## src/rtl/audio_sample_conditioner.sv

```systemverilog
// Stereo conditioning between the DSP sample output and the I2S bridge.
// Applies volume with saturation, mute and a one-pole low-pass, then presents held registered samples.
`timescale 1ns/1ps
module audio_sample_conditioner #(
  parameter int DATA_WIDTH   = 16,
  parameter int VOL_WIDTH    = 8,
  parameter int FILTER_SHIFT = 1
) (
  input  logic                  clk_audio,
  input  logic                  reset_n,
  input  logic                  sample_valid,
  input  logic [DATA_WIDTH-1:0] in_l,
  input  logic [DATA_WIDTH-1:0] in_r,
  input  logic [VOL_WIDTH-1:0]  volume,
  input  logic                  mute,
  output logic [DATA_WIDTH-1:0] audio_l,
  output logic [DATA_WIDTH-1:0] audio_r,
  output logic                  out_valid,
  output logic                  busy,
  output logic                  clip,
  output logic                  drop
);

  localparam int PROD_WIDTH = DATA_WIDTH + VOL_WIDTH + 1;

  typedef enum logic [2:0] {IDLE, SCALE_L, SCALE_R, FILT, OUT} state_t;
  state_t state, state_next;

  logic [DATA_WIDTH-1:0]        work_l, work_r, pend_l, pend_r;
  logic [VOL_WIDTH-1:0]         work_vol, pend_vol;
  logic                         work_mute, pend_mute, pend_full;
  logic signed [DATA_WIDTH-1:0] scaled_l, scaled_r, y_l, y_r;
  logic                         clip_l, clip_r;

  logic load_work_input, load_work_pend, load_pend, drop_now;

  logic [DATA_WIDTH-1:0]        mult_x;
  logic signed [PROD_WIDTH-1:0] mult_a, mult_b, product, shifted;
  logic                         sat_hi, sat_lo, sat_clip;
  logic [DATA_WIDTH-1:0]        sat_value;
  logic signed [DATA_WIDTH:0]   diff_l, diff_r;

  always_ff @(posedge clk_audio or negedge reset_n) begin
    if (!reset_n) state <= IDLE;
    else          state <= state_next;
  end

  // A strobe in the OUT cycle behaves like a pending sample and restarts the pipeline directly.
  always_comb begin
    state_next      = state;
    load_work_input = 1'b0;
    load_work_pend  = 1'b0;
    load_pend       = 1'b0;
    drop_now        = 1'b0;
    case (state)
      IDLE: begin
        if (sample_valid) begin
          load_work_input = 1'b1;
          state_next      = SCALE_L;
        end
      end
      SCALE_L: state_next = SCALE_R;
      SCALE_R: state_next = FILT;
      FILT:    state_next = OUT;
      OUT: begin
        if (pend_full) begin
          load_work_pend = 1'b1;
          load_pend      = sample_valid;
          state_next     = SCALE_L;
        end else if (sample_valid) begin
          load_work_input = 1'b1;
          state_next      = SCALE_L;
        end else begin
          state_next = IDLE;
        end
      end
      default: state_next = IDLE;
    endcase
    if (sample_valid && (state inside {SCALE_L, SCALE_R, FILT})) begin
      load_pend = 1'b1;
      drop_now  = pend_full;
    end
  end

  assign busy = (state != IDLE);

  // One multiplier shared by both channels; volume is unsigned Q1.7.
  assign mult_x  = (state == SCALE_R) ? work_r : work_l;
  assign mult_a  = {{(VOL_WIDTH+1){mult_x[DATA_WIDTH-1]}}, mult_x};
  assign mult_b  = {{(DATA_WIDTH+1){1'b0}}, work_vol};
  assign product = mult_a * mult_b;
  assign shifted = product >>> (VOL_WIDTH - 1);
  assign sat_hi  = !shifted[PROD_WIDTH-1] &&  (|shifted[PROD_WIDTH-2:DATA_WIDTH-1]);
  assign sat_lo  =  shifted[PROD_WIDTH-1] && !(&shifted[PROD_WIDTH-2:DATA_WIDTH-1]);

  always_comb begin
    sat_value = shifted[DATA_WIDTH-1:0];
    sat_clip  = 1'b0;
    if (work_mute) begin
      sat_value = '0;
    end else if (sat_hi) begin
      sat_value = {1'b0, {(DATA_WIDTH-1){1'b1}}};
      sat_clip  = 1'b1;
    end else if (sat_lo) begin
      sat_value = {1'b1, {(DATA_WIDTH-1){1'b0}}};
      sat_clip  = 1'b1;
    end
  end

  assign diff_l = $signed({scaled_l[DATA_WIDTH-1], scaled_l}) - $signed({y_l[DATA_WIDTH-1], y_l});
  assign diff_r = $signed({scaled_r[DATA_WIDTH-1], scaled_r}) - $signed({y_r[DATA_WIDTH-1], y_r});

  // The filter result always lies between y and the target, so truncating back to DATA_WIDTH is exact.
  always_ff @(posedge clk_audio or negedge reset_n) begin
    if (!reset_n) begin
      work_l    <= '0;
      work_r    <= '0;
      work_vol  <= '0;
      work_mute <= 1'b0;
      pend_l    <= '0;
      pend_r    <= '0;
      pend_vol  <= '0;
      pend_mute <= 1'b0;
      pend_full <= 1'b0;
      scaled_l  <= '0;
      scaled_r  <= '0;
      clip_l    <= 1'b0;
      clip_r    <= 1'b0;
      y_l       <= '0;
      y_r       <= '0;
      audio_l   <= '0;
      audio_r   <= '0;
      out_valid <= 1'b0;
      clip      <= 1'b0;
      drop      <= 1'b0;
    end else begin
      out_valid <= (state == OUT);
      clip      <= (state == OUT) && (clip_l || clip_r);
      drop      <= drop_now;
      if (load_work_input) begin
        work_l    <= in_l;
        work_r    <= in_r;
        work_vol  <= volume;
        work_mute <= mute;
      end else if (load_work_pend) begin
        work_l    <= pend_l;
        work_r    <= pend_r;
        work_vol  <= pend_vol;
        work_mute <= pend_mute;
      end
      if (load_pend) begin
        pend_l    <= in_l;
        pend_r    <= in_r;
        pend_vol  <= volume;
        pend_mute <= mute;
        pend_full <= 1'b1;
      end else if (load_work_pend) begin
        pend_full <= 1'b0;
      end
      if (state == SCALE_L) begin
        scaled_l <= sat_value;
        clip_l   <= sat_clip;
      end
      if (state == SCALE_R) begin
        scaled_r <= sat_value;
        clip_r   <= sat_clip;
      end
      if (state == FILT) begin
        y_l <= DATA_WIDTH'($signed({y_l[DATA_WIDTH-1], y_l}) + (diff_l >>> FILTER_SHIFT));
        y_r <= DATA_WIDTH'($signed({y_r[DATA_WIDTH-1], y_r}) + (diff_r >>> FILTER_SHIFT));
      end
      if (state == OUT) begin
        audio_l <= y_l;
        audio_r <= y_r;
      end
    end
  end

endmodule

```

## config.mk

```make
export PLATFORM = sky130hd
export DESIGN_NAME = audio_sample_conditioner
export DESIGN_NICKNAME = d
export VERILOG_FILES = /design/src/rtl/audio_sample_conditioner.sv
export SDC_FILE = /design/constraint.sdc
export NUM_CORES = 1
export LEC_CHECK = 0
export ABC_AREA = 1
export CAP_MARGIN = 20
export CELL_PAD_IN_SITES_DETAIL_PLACEMENT = 1
export CELL_PAD_IN_SITES_GLOBAL_PLACEMENT = 1
export CORE_MARGIN = 4
export CORE_UTILIZATION = 50
export DETAILED_ROUTE_END_ITERATION = 8
export PLACE_DENSITY = 0.83
export RECOVER_POWER = 25
export SLEW_MARGIN = 20
export SYNTH_ARGS = -nofsm -noshare
export SYNTH_HDL_FRONTEND = slang
export SYNTH_SLANG_ARGS = --single-unit
```

## constraint.sdc

```tcl
create_clock -name clk_audio -period 9.9 [get_ports clk_audio]
set_clock_uncertainty 0.15 [all_clocks]
set_input_delay 0.99 -clock clk_audio [delete_from_list [all_inputs] [get_ports clk_audio]]
set_output_delay 0.99 -clock clk_audio [all_outputs]
set_load 0.02 [all_outputs]
```

==> impl_metrics.env <==
export IMPL_post_cts_resized=0
export IMPL_drive_gt1_frac=0.0298
export IMPL_cts_buffers=17
export IMPL_post_route_period_util=0.696
export IMPL_max_freq_mhz=145
export IMPL_ctsHoldBuffers=0
export IMPL_clk_pin_slew_ns=0.08
export IMPL_final_period_minus_worst_setup_slack_ns=6.89
export IMPL_hold_path_class="register to register"
export IMPL_finalSetupViolations=0
export IMPL_grt_max_degree=108
export IMPL_vias=12388
export IMPL_dpl_hpwl_um=31700
export IMPL_dieArea_um2=32300
export IMPL_clk_path_buf_depth=2
export IMPL_cp_required_ns=10.06
export IMPL_grt_ovfl_total=0
export IMPL_gp_congestion=0.898
export IMPL_via_per_inst=5.39
export IMPL_postSynthCellCount=1855
export IMPL_status="finished with violations"
export IMPL_cts_sinks=187
export IMPL_nets=2158
export IMPL_placed_cells=2268
export IMPL_clock_latency_ns=0.46
export IMPL_drtIter0Drc=521
export IMPL_synth_area_leaders="dfrtp_1 32%, fa_1 14%, nand2_1 12%, ha_1 9.0%, inv_1 8.7%"
export IMPL_ys_ff_latch=187
export IMPL_synth_common_cells="458 x nand2_1, 341 x inv_1, 187 x dfrtp_1, 154 x o21ai_0, 106 x ha_1"
export IMPL_stdcell_count=2299
export IMPL_cts_tree="built"
export IMPL_core_area_um2=28900
export IMPL_start_kind="register"
export IMPL_fillCellCount=3580
export IMPL_wl_per_cell_um=17.7
export IMPL_syn_area_um2=14800
export IMPL_yosysMostFrequentCell="nand2_1"
export IMPL_post_cts_buffers=0
export IMPL_worst_setup_path_type="register to register"
export IMPL_grt_pass1_wl_um=68500
export IMPL_synth_top_cell_by_area="dfrtp_1"
export IMPL_synth_cell_types=37
export IMPL_worstMarginPinSlew_ns=5.91
export IMPL_syn_area_per_cell_um2=7.96
export IMPL_area_growth_pct=11.5
export IMPL_port_buffer_count=79
export IMPL_antenna_found_initial=0
export IMPL_end_kind="register"
export IMPL_synthArstFlopShare=1.00
export IMPL_max_slew_margin=-2.94
export IMPL_rows=62
export IMPL_grt_usage=0.257
export IMPL_clock_tree_root_cell="clkbuf_16"
export IMPL_ys_seq_area_frac=0.317
export IMPL_routed_wl_um=40600
export IMPL_synth_edf_count=0
export IMPL_fin_tns_setup_ns=0
export IMPL_first_pass_iters=5
export IMPL_yosys_warnings=0
export IMPL_rsz0062_at_grt="no"
export IMPL_die_h_um=180
export IMPL_final_hold_viol_count=0
export IMPL_grt_pass1_vias=13646
export IMPL_yosys_area_top_type_share=0.317
export IMPL_multi_input_area_um2=8570
export IMPL_path_max_fanout=64
export IMPL_seq_area_um2=4680
export IMPL_worst_ep_arrival_time_ns=7.05
export IMPL_cap_violations=1
export IMPL_drc=0
export IMPL_syn_nets=2110
export IMPL_initial_utilization=0.510
export IMPL_die_w_um=180
export IMPL_ios=80
export IMPL_cts_htree_levels=4
export IMPL_synth_main_ff_cell="dfrtp_1"
export IMPL_drtAntennaViolNets=0
export IMPL_slew_viol_final=108
export IMPL_diodes=0
export IMPL_violations="max-capacitance violations, max-slew violations"
[registers in the layout, summed over array words and instances (netlist names), 3 cells and up]
| register | cells |
|---|---|
| scaled_l | 16 |
| work_l | 16 |
| audio_r | 16 |
| work_r | 16 |
| y_l | 16 |
| work_vol | 8 |
| y_r | 16 |
| state | 3 |
| audio_l | 16 |
| scaled_r | 16 |
| pend_vol | 8 |
| pend_r | 16 |
| pend_l | 16 |
[cell type report]
cell class	instances	area share
clock inverter	12	0.00988
sequential	187	0.284
clock buffer	19	0.0263
inverter	347	0.0791
multi-input combinational	1265	0.521
timing repair buffer	85	0.0506
tap	384	0.0292
[worst paths after layout]
| check | cells past startpoint | endpoint | slack [ns] | start |
|---|---|---|---|---|
| worst max register to register | 25 | scaled_l[8]$_DFFE_PN0P_ | 3.01 | state[0]$_DFFE_PN0P_ |
| worst max-delay path | 25 | scaled_l[8]$_DFFE_PN0P_ | 3.01 | state[0]$_DFFE_PN0P_ |
| max in group asynchronous | 1 | work_vol[1]$_DFFE_PN0P_ | 3.76 | reset_n |
| worst min register to register | 2 | audio_r[2]$_DFFE_PN0P_ | 0.34 | audio_r[2]$_DFFE_PN0P_ |
| worst min-delay path | 2 | audio_r[2]$_DFFE_PN0P_ | 0.34 | audio_r[2]$_DFFE_PN0P_ |
| min in group asynchronous | 1 | y_r[5]$_DFFE_PN0P_ | 2.55 | reset_n |
[cell families after synthesis]
family,synth area share
xor gates and xnor gates,0.0397
AOI/OAI and AO/OA,0.133
DFF,0.317
and+or+nand+nor,0.175
buffers and inverters,0.104
adders and majority gates,0.232
[cell usage in the layout, fill, tap and decap left out, types with 2 or more instances in the layout]
cell type        instances
a21boi_0                 9
a21o_1                   9
a21oi_1                 82
a31oi_1                  6
buf_4                    5
bufinv_16                3
clkbuf_1                 3
clkbuf_16               17
clkdlybuf4s50_1         78
clkinv_1                 7
clkinvlp_4               4
dfrtp_1                187
fa_1                   105
ha_1                   106
inv_1                  340
inv_6                    3
nand2_1                457
nand2_2                  7
nand2_4                  3
nand3_1                 57
nand3_2                  3
nor2_1                 101
nor2_4                   2
nor3_1                  10
nor4_1                   2
o211ai_1                14
o21a_1                   3
o21ai_0                152
o21ai_1                 22
o21ai_2                  3
o21bai_1                 3
o221ai_1                27
o22ai_1                  5
o31ai_1                  4
or2_2                    2
xnor2_1                 25
xor2_1                  42
[per-layer routing]
| metal | wire (um) | track usage | vias to the layer above |
|---|---|---|---|
| met5 | 0 | 0 | - |
| li1 | - | - | 5918 |
| met4 | 1540 | 0.106 | 0 |
| met3 | 829 | 0.0279 | 76 |
| met2 | 21200 | 0.468 | 175 |
| met1 | 17000 | 0.309 | 6219 |
[stage by stage]
step,setup slack [ns],hold WS [ns],cell area [um^2],util
2_1_floorplan,4.39,0.300,14800,-
3_3_place_gp,2.96,0.315,15900,0.548
3_5_place_dp,2.62,0.323,15900,0.548
4_1_cts,2.62,0.342,16500,0.569
5_1_grt,2.38,0.367,16500,0.569
6_report,3.01,0.338,16500,0.569
[critical path: stages (launching register included)]
cell and delay (ns):
dfrtp_1 0.43, nor2_4 0.18, nand2_4 0.39, o21ai_0 0.69, inv_1 0.24, nand2_1 0.14
fa_1 0.47, fa_1 0.50, inv_1 0.06, fa_1 0.54, inv_1 0.06, fa_1 0.53
inv_1 0.04, ha_1 0.35, a21oi_1 0.25, o21ai_0 0.17, nand2_1 0.10, nand2_1 0.09
a21oi_1 0.19, nand2_1 0.08, nand2_1 0.06, nand2_1 0.07, o21ai_2 0.62, nand2_1 0.14
nand2_1 0.12, o21ai_1 0.08
Power is left out: the tool's default activity adds up to more than one toggle a clock period on the data nets, which glitch-free logic cannot reach.
==> RTL change 1: new RTL, same settings <==
`DATA_WIDTH`: 16 -> 12.
--- a/src/rtl/audio_sample_conditioner.sv
+++ b/src/rtl/audio_sample_conditioner.sv
@@ -2,7 +2,7 @@
 // Applies volume with saturation, mute and a one-pole low-pass, then presents held registered samples.
 `timescale 1ns/1ps
 module audio_sample_conditioner #(
-  parameter int DATA_WIDTH   = 16,
+  parameter int DATA_WIDTH   = 12,
   parameter int VOL_WIDTH    = 8,
   parameter int FILTER_SHIFT = 1
 ) (
Interface: changed (resized audio_l, audio_r, in_l and in_r); port bits go from 80 to 64. The function was not compared with the original's and may differ.
==> RTL change 1 against the unedited design <==
Worst setup slack improved by 180 ps; critical path type unchanged; synthesized cell count fell by 24%; sequential cell count fell by 40; final area fell by 22%; critical endpoint is now scaled_l[6]; the flow still finishes with violations (capacitance limit, slew limit); wire length fell by 21%; core utilization rose by 0.98 points; area after synthesis fell by 23%.
Power is not shown: default switching activity piles up to over one toggle a cycle in this logic, so the estimate is an artifact.
==> RTL change 1: results <==
metrics = {
    "clocking": {
        "clock_latency_ps": 420,
        "htree_num_levels": 4,
    },
    "sta": {
        "worst_pin_slew_ps": 4490,
        "report.final.slew_viol_count": 81,
        "whs_ps": 334,
    },
    "setup_path": {
        "crit_end": "scaled_l[6]",
        "crit_path_max_incr_delay_ps": 820,
        "worstReg2RegEnd": "scaled_l[6]",
        "crit_arrival_ps": 6860,
    },
    "final_layout": {
        "clockNetworkAreaShare": 0.0434,
        "seq_area_sq_um": 3680,
        "num-clock-buffers": 20,
        "multi_input_cells": 963,
        "num-nonclk-buffers": 70,
        "inverters": 260,
        "drive_above_1_share": 0.0496,
        "buffer_area_frac": 0.0529,
        "n_fill_cell": 2684,
        "stdcell_count": 1752,
    },
    "worst_hold_path": {
        "hp-start": "audio_l[9]",
        "min_to": "audio_l[9]",
    },
    "placement": {
        "port_buffers": 63,
        "place_ws_ps": 3230,
        "gp_congestion": 0.918,
        "dpl.hpwl_um": 23500,
        "dp_cells": 1720,
    },
    "global_routing": {
        "grt_util_met1": 0.355,
        "use_met3": 0.0438,
        "grt_pass1_wl_um": 54600,
        "grt_max_degree": 81,
        "grt_pass1_vias": 10700,
        "grt_use_total": 0.263,
    },
    "synth": {
        "ys_seq_elements": 147,
        "synthDistinctLibCells": 41,
        "synth_nets": 1610,
        "netlist_top_cells_count": "nand2_1 (326), inv_1 (255), dfrtp_1 (147)",
        "synth.area.top_cells": "dfrtp_1 (32%), fa_1 (14%), nand2_1 (11%)",
        "ys_seq_area_frac": 0.323,
    },
    "run": {
        "max_cap_viol_count": 1,
    },
    "route": {
        "route.met3.wl_um": 1490,
        "vias": 9587,
        "drt_iter0_markers": 566,
        "drt-met1-wl_um": 14300,
        "drt-total-wl_um": 32000,
        "route.met2.wl_um": 15700,
    },
    "outcome": {
        "violations": "capacitance limit, slew limit",
        "outcome": "finished with violations",
    },
}
[RTL change 1: cell types whose count changed after synthesis, moves of 13 or more]
cell | before | now
clkbuf_1 | 47 | 29
nand2_1 | 458 | 326
o221ai_1 | 27 | 14
a21oi_1 | 82 | 58
inv_1 | 341 | 255
nand2_2 | 6 | 21
o21ai_1 | 21 | 3
ha_1 | 106 | 82
o21ai_0 | 154 | 109
dfrtp_1 | 187 | 147
fa_1 | 105 | 81
[RTL change 1: cell families after synthesis]
group | share of synthesized area
AO/OA/AOI/OAI | 0.112
buffers and inverters | 0.101
adder cells (fa/ha/maj) | 0.233
flip-flops | 0.323
AND/OR/NAND/NOR | 0.191
XOR/XNOR | 0.0400
[RTL change 1: metrics by stage]
step / utilization / area [sq um]
after detailed placement: 0.554 / 12200
after floorplan: - / 11400
after global routing: 0.579 / 12800
final: 0.579 / 12800
after CTS: 0.579 / 12800
after global placement: 0.554 / 12200
==> RTL change 2: new RTL, same settings <==
Without the edit above. The output `clip` loses its register stage (`clip` becomes a continuous assignment).
--- a/src/rtl/audio_sample_conditioner.sv
+++ b/src/rtl/audio_sample_conditioner.sv
@@ -131,11 +131,9 @@
       audio_l   <= '0;
       audio_r   <= '0;
       out_valid <= 1'b0;
-      clip      <= 1'b0;
       drop      <= 1'b0;
     end else begin
       out_valid <= (state == OUT);
-      clip      <= (state == OUT) && (clip_l || clip_r);
       drop      <= drop_now;
       if (load_work_input) begin
         work_l    <= in_l;
@@ -176,5 +174,7 @@
     end
   end
 
+  assign clip = (state == OUT) && (clip_l || clip_r);
+
 endmodule
 
Check against the original RTL: not equivalent (Yosys sat finds a counterexample within 10 cycles, from zero or initial values and one cycle with reset_n low).
==> RTL change 2 against the unedited design <==
Count of clock-buffer cells in the layout fell by 1; sequential cell count fell by 1; final area fell by 0.33%; maximum frequency fell by 3.2%; critical endpoint is now scaled_l[7]; area after synthesis fell by 0.17%; global-route usage rose by 0.31 points; largest cell class unchanged; wire length rose by 1.1%; synthesized cell count barely moved; the run still ends with capacitance limit, slew limit left; worst setup slack got worse by 230 ps.
Power is not shown: default switching activity piles up to over one toggle a cycle in this logic, so the estimate is an artifact.
==> RTL change 2: results <==
metrics = {
    "outcome": {
        "outcome": "finished with violations",
        "violations": "capacitance limit, slew limit",
    },
    "route": {
        "avgRoutedWirePerCell_um": 17.8,
        "vias_per_cell": 5.37,
        "drt_iter0_markers": 578,
        "firstDrtPassIters": 5,
    },
    "synth": {
        "ys_seq_area_frac": 0.316,
        "synth_nets": 2109,
        "ys.flop_type": "dfrtp_1",
        "async_flop_share": 1.00,
        "netlist_top_cells_count": "nand2_1 (458), inv_1 (341), dfrtp_1 (186)",
        "synth.area.top_cells": "dfrtp_1 (32%), fa_1 (14%), nand2_1 (12%)",
        "synthDistinctLibCells": 37,
        "ys_warn_count": 0,
    },
    "setup_path": {
        "rr_worst_depth": 27,
        "path_delay_family": "adder cells",
        "r2r-start": "state[0]",
        "crit_arrival_ps": 7250,
        "reg2reg_setup_slack_ps": 2780,
        "slowest_stage": "o21ai_0",
        "worstReg2RegEnd": "scaled_l[7]",
        "crit_path_max_incr_delay_ps": 1010,
    },
    "worst_hold_path": {
        "min_to": "audio_r[5]",
        "hp-start": "audio_r[5]",
        "hold_depth": 2,
    },
    "run": {
        "max_cap_viol_count": 2,
    },
    "sta": {
        "report.final.slew_viol_count": 134,
        "maxSlewHeadroom": -1.67,
    },
    "clocking": {
        "cts_buffers": 17,
        "cts_resized": 0,
        "clock_latency_ps": 460,
    },
    "global_routing": {
        "grt_pass1_wl_um": 68700,
        "grt_use_total": 0.260,
        "grt_max_degree": 84,
        "grt_pass1_vias": 13500,
    },
    "final_layout": {
        "drive_above_1_share": 0.0303,
    },
    "placement": {
        "dpl.hpwl_um": 32500,
        "gp_congestion": 0.892,
    },
}
==> RTL change 2: changes by cell type in the layout (fill, tap and decap cells not counted), sizes merged <==
| cell | delta |
|---|---|
| clkinv | +2 |
| dfrtp | -1 |
| inv | +1 |
| bufinv | -2 |
| clkinvlp | +1 |
| dlygate4sd3 | +1 |
| clkdlybuf4s50 | -1 |
==> RTL change 2: cells by family (layout without fill, tap and decap cells) <==
logic type,count (synthesis),in the layout,synth area share
buf+inv,403,465,0.104
simple gates,644,644,0.175
compound gates,343,343,0.133
flops,186,186,0.316
fa+ha+maj,211,211,0.233
xor+xnor,67,67,0.0398
==> RTL change 2: layout make-up <==
class                      instances  area (sq um)
fill                            3571         12500
multi-input combinational       1265          8570
sequential                       186          4650
inverter                         347          1300
timing repair buffer              86           833
tap                              384           480
clock buffer                      18           429
clock inverter                    14           139
==> RTL change 2: through the flow <==
step / hold slack [ps] / worst slack, ps / instance area (sq um) / instances / utilization
after floorplan: 300 / 4390 / 14700 / 1854 / -
after global placement: 314 / 2950 / 15900 / 2268 / 0.549
after detailed placement: 323 / 2760 / 15900 / 2268 / 0.549
after CTS: 339 / 2720 / 16400 / 2300 / 0.569
after global routing: 362 / 1750 / 16400 / 2300 / 0.569
final: 332 / 2780 / 16400 / 2300 / 0.569
==> RTL change 2: worst max-delay path by stage <==
stage	startpoint	endpoint	slack, ps
floorplan	state[0]	scaled_l[14]	4390
global placement	state[0]	scaled_l[14]	2950
detailed placement	state[0]	scaled_l[9]	2760
CTS	state[0]	scaled_l[7]	2720
global route	reset_n	pend_vol[2]	1750
finish	state[0]	scaled_l[7]	2780
==> RTL change 2: tightest hold or removal path: stages (launching register included) <==
cell,delay (ps)
dfrtp_1,340
nand2_1,50
o21ai_0,50
==> RTL change 2: routing by layer <==
metal / up-vias / part of all wire / GRT usage
met1: 6133 / 0.42 / 0.313
met4: 0 / 0.042 / 0.111
met5: - / 0 / 0
met3: 94 / 0.021 / 0.0325
met2: 201 / 0.52 / 0.469
li1: 5929 / - / -
